## src/rtl/apb_master_pkg.sv

```systemverilog
// Shared types and default constants for the APB master slice.
// State encoding and bus field widths live here so the top and the timeout block agree.
package apb_master_pkg;

    typedef enum logic [1:0] {
        ST_IDLE   = 2'd0,
        ST_SETUP  = 2'd1,
        ST_ACCESS = 2'd2,
        ST_RESP   = 2'd3
    } apb_state_e;

    localparam int unsigned DEF_RW  = 32;
    localparam int unsigned DEF_RAW = 5;
    localparam int unsigned DEF_TW  = 8;
    localparam int unsigned DEF_TMO = 255;

    localparam int unsigned STRB_W = 4;
    localparam int unsigned PROT_W = 3;

endpackage

```

## src/rtl/apb_master_tmo.sv

```systemverilog
// ACCESS-phase watchdog: counts cycles spent waiting on pready and flags expiry.
// The counter saturates so a disabled or very long wait can never wrap back to zero.
module apb_master_tmo
    import apb_master_pkg::*;
#(
    parameter int unsigned TW  = DEF_TW,
    parameter int unsigned TMO = DEF_TMO
) (
    input  logic apb_pclk,
    input  logic reset,
    input  logic clear,
    input  logic enable,
    output logic expire
);

    localparam logic [TW-1:0] CNT_MAX  = {TW{1'b1}};
    localparam logic [TW-1:0] CNT_ONE  = TW'(1);
    // The count holds completed ACCESS cycles, so expiry fires during cycle number TMO.
    localparam logic [TW-1:0] TMO_LAST = (TMO == 0) ? {TW{1'b0}} : TW'(TMO - 32'd1);
    localparam logic          TMO_EN   = (TMO != 0) ? 1'b1 : 1'b0;

    logic [TW-1:0] cnt_r;

    // Saturating ACCESS-cycle counter, cleared whenever the master is not waiting.
    always_ff @(posedge apb_pclk) begin
        if (reset) begin
            cnt_r <= {TW{1'b0}};
        end else if (clear) begin
            cnt_r <= {TW{1'b0}};
        end else if (enable && (cnt_r != CNT_MAX)) begin
            cnt_r <= cnt_r + CNT_ONE;
        end else begin
            cnt_r <= cnt_r;
        end
    end

    // Expiry decode taken straight from the registered count.
    always_comb begin
        expire = 1'b0;
        if (TMO_EN && enable && (cnt_r >= TMO_LAST)) begin
            expire = 1'b1;
        end else begin
            expire = 1'b0;
        end
    end

endmodule

```

## src/rtl/apb_master.sv

```systemverilog
// Single-outstanding APB master: accepts one request, runs SETUP/ACCESS on the bus,
// then holds the response until the requester takes it. All outputs are registered.
module apb_master
    import apb_master_pkg::*;
#(
    parameter int unsigned RW  = DEF_RW,
    parameter int unsigned RAW = DEF_RAW,
    parameter int unsigned TW  = DEF_TW,
    parameter int unsigned TMO = DEF_TMO
) (
    input  logic             apb_pclk,
    input  logic             reset,
    input  logic             req_valid,
    output logic             req_ready,
    input  logic             req_write,
    input  logic [RAW-1:0]   req_addr,
    input  logic [RW-1:0]    req_wdata,
    input  logic [3:0]       req_strb,
    input  logic [2:0]       req_prot,
    output logic             rsp_valid,
    input  logic             rsp_ready,
    output logic [RW-1:0]    rsp_rdata,
    output logic             rsp_err,
    output logic [RAW-1:0]   apb_paddr,
    output logic             apb_pwrite,
    output logic [RW-1:0]    apb_pwdata,
    output logic [3:0]       apb_pstrb,
    output logic [2:0]       apb_pprot,
    output logic             apb_psel,
    output logic             apb_penable,
    input  logic             apb_pready,
    input  logic [RW-1:0]    apb_prdata,
    input  logic             apb_pslverr
);

    apb_state_e      state_r;
    logic            req_ready_r;
    logic            psel_r;
    logic            penable_r;
    logic [RAW-1:0]  paddr_r;
    logic            pwrite_r;
    logic [RW-1:0]   pwdata_r;
    logic [3:0]      pstrb_r;
    logic [2:0]      pprot_r;
    logic            rsp_valid_r;
    logic [RW-1:0]   rsp_rdata_r;
    logic            rsp_err_r;

    logic            tmo_clear_s;
    logic            tmo_enable_s;
    logic            tmo_expire_s;

    assign tmo_enable_s = (state_r == ST_ACCESS) ? 1'b1 : 1'b0;
    assign tmo_clear_s  = ~tmo_enable_s;

    apb_master_tmo #(
        .TW  (TW),
        .TMO (TMO)
    ) u_tmo (
        .apb_pclk (apb_pclk),
        .reset    (reset),
        .clear    (tmo_clear_s),
        .enable   (tmo_enable_s),
        .expire   (tmo_expire_s)
    );

    // Transfer sequencer with registered bus and response outputs.
    always_ff @(posedge apb_pclk) begin
        if (reset) begin
            state_r     <= ST_IDLE;
            req_ready_r <= 1'b1;
            psel_r      <= 1'b0;
            penable_r   <= 1'b0;
            paddr_r     <= {RAW{1'b0}};
            pwrite_r    <= 1'b0;
            pwdata_r    <= {RW{1'b0}};
            pstrb_r     <= 4'h0;
            pprot_r     <= 3'h0;
            rsp_valid_r <= 1'b0;
            rsp_rdata_r <= {RW{1'b0}};
            rsp_err_r   <= 1'b0;
        end else begin
            case (state_r)
                ST_IDLE: begin
                    if (req_valid && req_ready_r) begin
                        paddr_r     <= req_addr;
                        pwrite_r    <= req_write;
                        pwdata_r    <= req_wdata;
                        pstrb_r     <= req_strb;
                        pprot_r     <= req_prot;
                        psel_r      <= 1'b1;
                        penable_r   <= 1'b0;
                        req_ready_r <= 1'b0;
                        state_r     <= ST_SETUP;
                    end else begin
                        req_ready_r <= 1'b1;
                        state_r     <= ST_IDLE;
                    end
                end
                ST_SETUP: begin
                    penable_r <= 1'b1;
                    state_r   <= ST_ACCESS;
                end
                ST_ACCESS: begin
                    // A completing slave wins over a watchdog expiring in the same cycle.
                    if (apb_pready || tmo_expire_s) begin
                        if (apb_pready) begin
                            rsp_rdata_r <= pwrite_r ? {RW{1'b0}} : apb_prdata;
                            rsp_err_r   <= apb_pslverr;
                        end else begin
                            rsp_rdata_r <= {RW{1'b0}};
                            rsp_err_r   <= 1'b1;
                        end
                        rsp_valid_r <= 1'b1;
                        psel_r      <= 1'b0;
                        penable_r   <= 1'b0;
                        paddr_r     <= {RAW{1'b0}};
                        pwrite_r    <= 1'b0;
                        pwdata_r    <= {RW{1'b0}};
                        pstrb_r     <= 4'h0;
                        pprot_r     <= 3'h0;
                        state_r     <= ST_RESP;
                    end else begin
                        state_r <= ST_ACCESS;
                    end
                end
                ST_RESP: begin
                    // Returning through IDLE keeps req_ready low in the completing cycle.
                    if (rsp_ready) begin
                        rsp_valid_r <= 1'b0;
                        req_ready_r <= 1'b1;
                        state_r     <= ST_IDLE;
                    end else begin
                        state_r <= ST_RESP;
                    end
                end
                default: begin
                    state_r     <= ST_IDLE;
                    req_ready_r <= 1'b1;
                    psel_r      <= 1'b0;
                    penable_r   <= 1'b0;
                    rsp_valid_r <= 1'b0;
                end
            endcase
        end
    end

    assign req_ready   = req_ready_r;
    assign rsp_valid   = rsp_valid_r;
    assign rsp_rdata   = rsp_rdata_r;
    assign rsp_err     = rsp_err_r;
    assign apb_paddr   = paddr_r;
    assign apb_pwrite  = pwrite_r;
    assign apb_pwdata  = pwdata_r;
    assign apb_pstrb   = pstrb_r;
    assign apb_pprot   = pprot_r;
    assign apb_psel    = psel_r;
    assign apb_penable = penable_r;

endmodule

```

## config.mk

```make
export PLATFORM = sky130hd
export DESIGN_NAME = apb_master
export DESIGN_NICKNAME = d
export VERILOG_FILES = /design/src/rtl/apb_master_pkg.sv /design/src/rtl/apb_master_tmo.sv /design/src/rtl/apb_master.sv
export SDC_FILE = /design/constraint.sdc
export NUM_CORES = 1
export LEC_CHECK = 0
export CORE_UTILIZATION = 49
export CTS_CLUSTER_DIAMETER = 60
export DETAILED_ROUTE_END_ITERATION = 7
export PLACE_DENSITY = 0.84
export SLEW_MARGIN = 20
export SYNTH_ARGS = -nofsm -noshare
export SYNTH_HDL_FRONTEND = slang
export SYNTH_SLANG_ARGS = --single-unit
```

## constraint.sdc

```tcl
create_clock -name apb_pclk -period 2.8 [get_ports apb_pclk]
set_clock_uncertainty 0.1 [all_clocks]
set_input_delay 0.84 -clock apb_pclk [delete_from_list [all_inputs] [get_ports apb_pclk]]
set_output_delay 0.84 -clock apb_pclk [all_outputs]
set_load 0.03 [all_outputs]
```

==> impl_metrics.json, run 1 <==
{
  "status": "finished, final reports clean",
  "cap_violations": 0,
  "async_flop_share_pct": 0,
  "crit_family": "buffers and inverters",
  "clk_pin_slew_worst_paths_ns": 0.09,
  "ant_nets": 0,
  "drive_above_1_share_pct": 6.30,
  "cts_tree": "yes",
  "grtUsageTotal_pct": 27.6,
  "cp-startpoint": "req_ready$_SDFFE_PP1P_",
  "routed-via-count": 4903,
  "synth_seq_cells": 92,
  "crit_fanout": 5,
  "synth-edff-count": 0,
  "arrival_ns": 1.53,
  "cts_resized": 0,
  "globalplace.congestion": 0.794,
  "reg2reg_from": "u_tmo.cnt_r[1]$_SDFFE_PP0P_",
  "synthesis.nets": 639,
  "ys_types": 40,
  "netlist.area_leader.share_pct": 39.4,
  "synth-main-ff-cell": "dfxtp_1",
  "slew_headroom_pct": 28.5,
  "die_w_um": 99.7,
  "syn_area_um2": 4680,
  "dpl.hpwl_um": 8870,
  "finalPower_mw": 3.49,
  "cts_buffers": 9,
  "globalRouteOverflowTotal": 0,
  "cp-start-kind": "flop",
  "timing_worst_setup_path_type": "reg -> out",
  "yosysWarnings": 0,
  "area_delta_synth_final_pct": 40.4,
  "critPathCaptureType": "output pin",
  "totalNegativeSetupSlack_ns": 0,
  "slowest_stage": "clkdlybuf4s50_1",
  "die_h_um": 99.7,
  "ir_worst_vdd_v": 0.000334,
  "p_per_area_nw_per_um2": 531,
  "rsz0062_at_grt": "no",
  "fin_crit_sh_pct": 88.1,
  "clock_sinks": 92,
  "drt-vias-per-instance": 6.05,
  "wl_per_cell_um": 16.9,
  "rows": 35,
  "syn_inst": 554,
  "report.final.slew_viol_count": 0,
  "setup_violations": 0,
  "hold_buffers": 0,
  "grt_max_degree": 78,
  "port-buffer-count": 164,
  "hold_slack_ns": 0.405,
  "num-nets-final": 762,
  "hold_path.startpoint": "rsp_valid$_SDFFE_PP0P_",
  "path_cells": "clkdlybuf4s50_1",
  "n_antenna_cell": 0,
  "drc_errors": 0,
  "cp_slowest_stage_delay_ns": 0.73,
  "die_area_um2": 9940,
  "worst_pin_slew_ns": 1.07,
  "coreArea_um2": 9240,
  "ys_top_cells_by_area": "dfxtp_1, nor2b_1, o311ai_1, a31oi_1, nand3_1",
  "synth_area_leader_cell": "dfxtp_1",
  "period_needed_ns": 2.47,
  "syn_avg_cell_area_um2": 8.44,
  "drt-pass1-iter-count": 4,
  "power.leakage_nw": 2.37,
  "antenna_found_initial": 0,
  "postCtsSetupRepairBufs": 0,
  "hp-class": "reg -> reg",
  "required_ns": 1.86,
  "first_global_vias": 4659,
  "clk_latency_ns": 0.35,
  "cts_buffer_depth": 2,
  "synth_seq_area_share_pct": 39.4,
  "start_util_pct": 50.6,
  "fmaxAchievable_ghz": 0.405,
  "critical_path_buf_inv_count": 1,
  "cts_root_buf": "clkbuf_8",
  "grt_pass1_wl_um": 22400,
  "ios": 165,
  "finalHoldViolCount": 0,
  "htree_num_levels": 3,
  "route.final.wire_length_um": 13700,
  "drt_iter0_drc": 314
}
## per-stage QoR
stage               std cells  area (um^2)  util (%)  setup slack, ns
finish                    811         6570      71.1            0.334
global route              811         6570      71.1            0.258
floorplan                 554         4680         -            0.836
global placement          795         6380      69.0            0.427
CTS                       811         6570      71.1            0.313
detailed placement        795         6380      69.0            0.413
## cell usage after synthesis (all sizes together), types with 2 or more instances
cell type  number
o311ai         45
and3            3
nand2b          3
dfxtp          92
nand3          49
nand4           2
inv             6
a21oi          25
a31o            2
nor3            2
a211oi         13
o21ai           4
buf            24
a32o           23
nor2            4
nand2          52
o31ai           2
ha              2
a21o           23
mux2i           2
nor2b          70
a31oi          49
and4bb          2
clkbuf         44
## cell type report
cell class | instances | area, um^2
inverter | 7 | 26.3
sequential | 92 | 1840
timing repair buffer | 180 | 1790
fill | 734 | 2670
tap | 129 | 161
multi-input combinational | 387 | 2560
clock buffer | 10 | 128
clock inverter | 6 | 63.8
## logic make-up (layout without fill, tap and decap cells)
logic type      after synthesis  count (layout)  share of synthesized area [%]
simple gates                193             193                           22.1
fa+ha+maj                     2               2                          0.535
mux                           2               2                          0.428
flops                        92              92                           39.4
buf+inv                      75             203                           6.69
compound gates              190             190                           30.9
## per-layer routing
metal  wire length, um  track usage, %  up-vias
li1                  -               -     2329
met1              5830            35.8     2322
met2              6420            43.5      232
met3              1240            8.64       20
met4               225            9.16        0
met5                 0               0        -
## state kept, by name, indices dropped and copies added (netlist names)
register     flops
apb_pstrb        4
rsp_valid        1
rsp_rdata       32
u_tmo.cnt_r      8
rsp_err          1
state_r          2
apb_psel         1
apb_pwdata      32
req_ready        1
apb_pwrite       1
apb_paddr        5
apb_pprot        3
apb_penable      1
## final timing paths
kind / end / slack, ns / depth (start not counted)
worst max-delay path: req_ready / 0.33 / 1
worst min-delay path: rsp_valid$_SDFFE_PP0P_ / 0.40 / 1
worst max register to register: rsp_rdata[7]$_SDFFE_PP0P_ / 0.63 / 4
worst min register to register: rsp_valid$_SDFFE_PP0P_ / 0.40 / 1
## where the power goes
part           internal [mW]  switching [mW]  leakage (nW)  total [mW]
clock                  0.414           0.478        0.0927       0.891
sequential              1.42          0.0924         0.751        1.52
combinational          0.483           0.595          1.52        1.08
total                   2.32            1.17          2.37        3.49
## placed cells by master, fill, tap and decap left out, types with 9 or more instances in the layout
cell and n:
a211oi_1 13, a21o_1 23, a21oi_1 25, a31oi_1 49
a32o_1 23, buf_4 13, clkbuf_8 9, clkdlybuf4s50_1 162
dfxtp_1 92, nand2_1 52, nand3_1 47, nor2b_1 70
o311ai_1 45
Power figures use the tool's default switching activity.
==> inputs of run 2 (changes only) <==
--- a/config.mk
+++ b/config.mk
@@ -5,6 +5,7 @@
 export SDC_FILE = /design/constraint.sdc
 export NUM_CORES = 1
 export LEC_CHECK = 0
+export CORE_ASPECT_RATIO = 2
 export CORE_UTILIZATION = 49
 export CTS_CLUSTER_DIAMETER = 60
 export DETAILED_ROUTE_END_ITERATION = 7
==> impl_metrics.json, run 2 (same netlist as run 1, synthesis figures left out) <==
{
  "hp-class": "reg -> reg",
  "cp_slowest_stage_delay_ns": 0.74,
  "port-buffer-count": 164,
  "timing_worst_setup_path_type": "reg -> out",
  "die_w_um": 71.1,
  "gr-max-usage-layer": "met2",
  "totalNegativeSetupSlack_ns": 0,
  "grt_pass1_wl_um": 23400,
  "coreArea_um2": 9320,
  "status": "finished, violations left",
  "cap_violations": 0,
  "power.leakage_nw": 2.42,
  "wl_per_cell_um": 18.3,
  "crit_fanout": 5,
  "grt_use_met2_pct": 50.9,
  "area_delta_synth_final_pct": 41.9,
  "hold_buffers": 0,
  "die_h_um": 140,
  "setup_violations": 0,
  "use_met3_pct": 6.91,
  "dp_cells": 769,
  "globalplace.congestion": 0.853,
  "slowest_stage": "clkdlybuf4s50_1",
  "cts_buffer_depth": 2,
  "finalPower_mw": 3.85,
  "finalHoldViolCount": 0,
  "final_common_cell": "clkdlybuf4s50_1",
  "timing.final.ws_setup_ns": 0.353,
  "n_antenna_cell": 0,
  "globalRouteOverflowTotal": 0,
  "drive_above_1_share_pct": 6.31,
  "met1_usage_pct": 32.0,
  "fmaxAchievable_ghz": 0.409,
  "num-nets-final": 761,
  "failed_checks": "DRC",
  "clock_sinks": 92,
  "arrival_ns": 1.51,
  "place_ws_ns": 0.408,
  "drc_errors": 11,
  "rows": 50,
  "start_util_pct": 50.2,
  "routed-via-count": 4963,
  "fin_crit_sh_pct": 87.4,
  "report.final.slew_viol_count": 0,
  "drt-pass1-iter-count": 8,
  "first_global_vias": 4879,
  "fillers": 736,
  "cts_root_buf": "clkbuf_16",
  "cp-start-kind": "flop",
  "crit_family": "buffers and inverters",
  "required_ns": 1.86,
  "postCtsSetupRepairBufs": 0,
  "clk_pin_slew_worst_paths_ns": 0.07,
  "p_per_area_nw_per_um2": 580,
  "cts_buffers": 9,
  "instances_no_fill": 785,
  "antenna_found_initial": 0,
  "drt_iter0_drc": 507,
  "path_cells": "clkdlybuf4s50_1",
  "slew_headroom_pct": 30.1,
  "critical_path_buf_inv_count": 1,
  "cts_tree": "yes",
  "dpl.hpwl_um": 9650,
  "htree_num_levels": 3,
  "rsz0062_at_grt": "no",
  "grtUsageTotal_pct": 29.1,
  "mostFrequentLayoutCells": "clkdlybuf4s50_1, dfxtp_1, nor2b_1, nand2_1, a31oi_1",
  "worst_pin_slew_ns": 1.04,
  "critPathCaptureType": "output pin",
  "grt_max_degree": 92,
  "route.final.wire_length_um": 14400,
  "drt-vias-per-instance": 6.32,
  "ir_worst_vdd_v": 0.000525,
  "die_area_um2": 9970,
  "ant_nets": 0,
  "period_needed_ns": 2.45,
  "cts_resized": 0,
  "ios": 165,
  "clk_latency_ns": 0.34
}
==> run 2: cell type report <==
| cell class | instances | area, um^2 | area share (%) |
|---|---|---|---|
| timing repair buffer | 179 | 1770 | 26.6 |
| tap | 104 | 130 | 1.96 |
| multi-input combinational | 387 | 2560 | 38.6 |
| inverter | 7 | 26.3 | 0.396 |
| clock buffer | 10 | 239 | 3.60 |
| clock inverter | 6 | 72.6 | 1.09 |
| sequential | 92 | 1840 | 27.7 |
==> run 2: final timing paths <==
check / startpoint / to / slack [ns] / cells past startpoint
setup / recovery: req_ready$_SDFFE_PP1P_ / req_ready / 0.35 / 1
hold reg to reg: u_tmo.cnt_r[4]$_SDFFE_PP0P_ / u_tmo.cnt_r[4]$_SDFFE_PP0P_ / 0.40 / 1
hold / removal: u_tmo.cnt_r[4]$_SDFFE_PP0P_ / u_tmo.cnt_r[4]$_SDFFE_PP0P_ / 0.40 / 1
setup reg to reg: u_tmo.cnt_r[3]$_SDFFE_PP0P_ / rsp_rdata[0]$_SDFFE_PP0P_ / 0.48 / 3
==> run 2: layer usage <==
layer / share of wire (%) / vias up
li1: - / 2321
met3: 6.8 / 39
met2: 52 / 217
met1: 37 / 2386
met5: 0 / -
met4: 3.9 / 0
==> run 2: where the power goes <==
group	switching [mW]	internal, mW
clock	0.538	0.724
sequential	0.0929	1.43
combinational	0.596	0.474
==> run 2: per-stage QoR <==
step | hold WS, ns | instance area [um^2] | util [%]
5_1_grt | 0.420 | 6640 | 71.2
3_5_place_dp | 0.386 | 6330 | 67.9
6_report | 0.396 | 6640 | 71.2
4_1_cts | 0.401 | 6640 | 71.2
3_3_place_gp | 0.370 | 6330 | 67.9
2_1_floorplan | 0.348 | 4680 | -
==> inputs of run 3 (changes only) <==
--- a/config.mk
+++ b/config.mk
@@ -10,7 +10,7 @@
 export CTS_CLUSTER_DIAMETER = 60
 export DETAILED_ROUTE_END_ITERATION = 7
 export PLACE_DENSITY = 0.84
-export SLEW_MARGIN = 20
+export SLEW_MARGIN = 10
 export SYNTH_ARGS = -nofsm -noshare
 export SYNTH_HDL_FRONTEND = slang
 export SYNTH_SLANG_ARGS = --single-unit
==> results of run 3 <==
The final DEF is identical to that of run 2; final timing and power are the same.
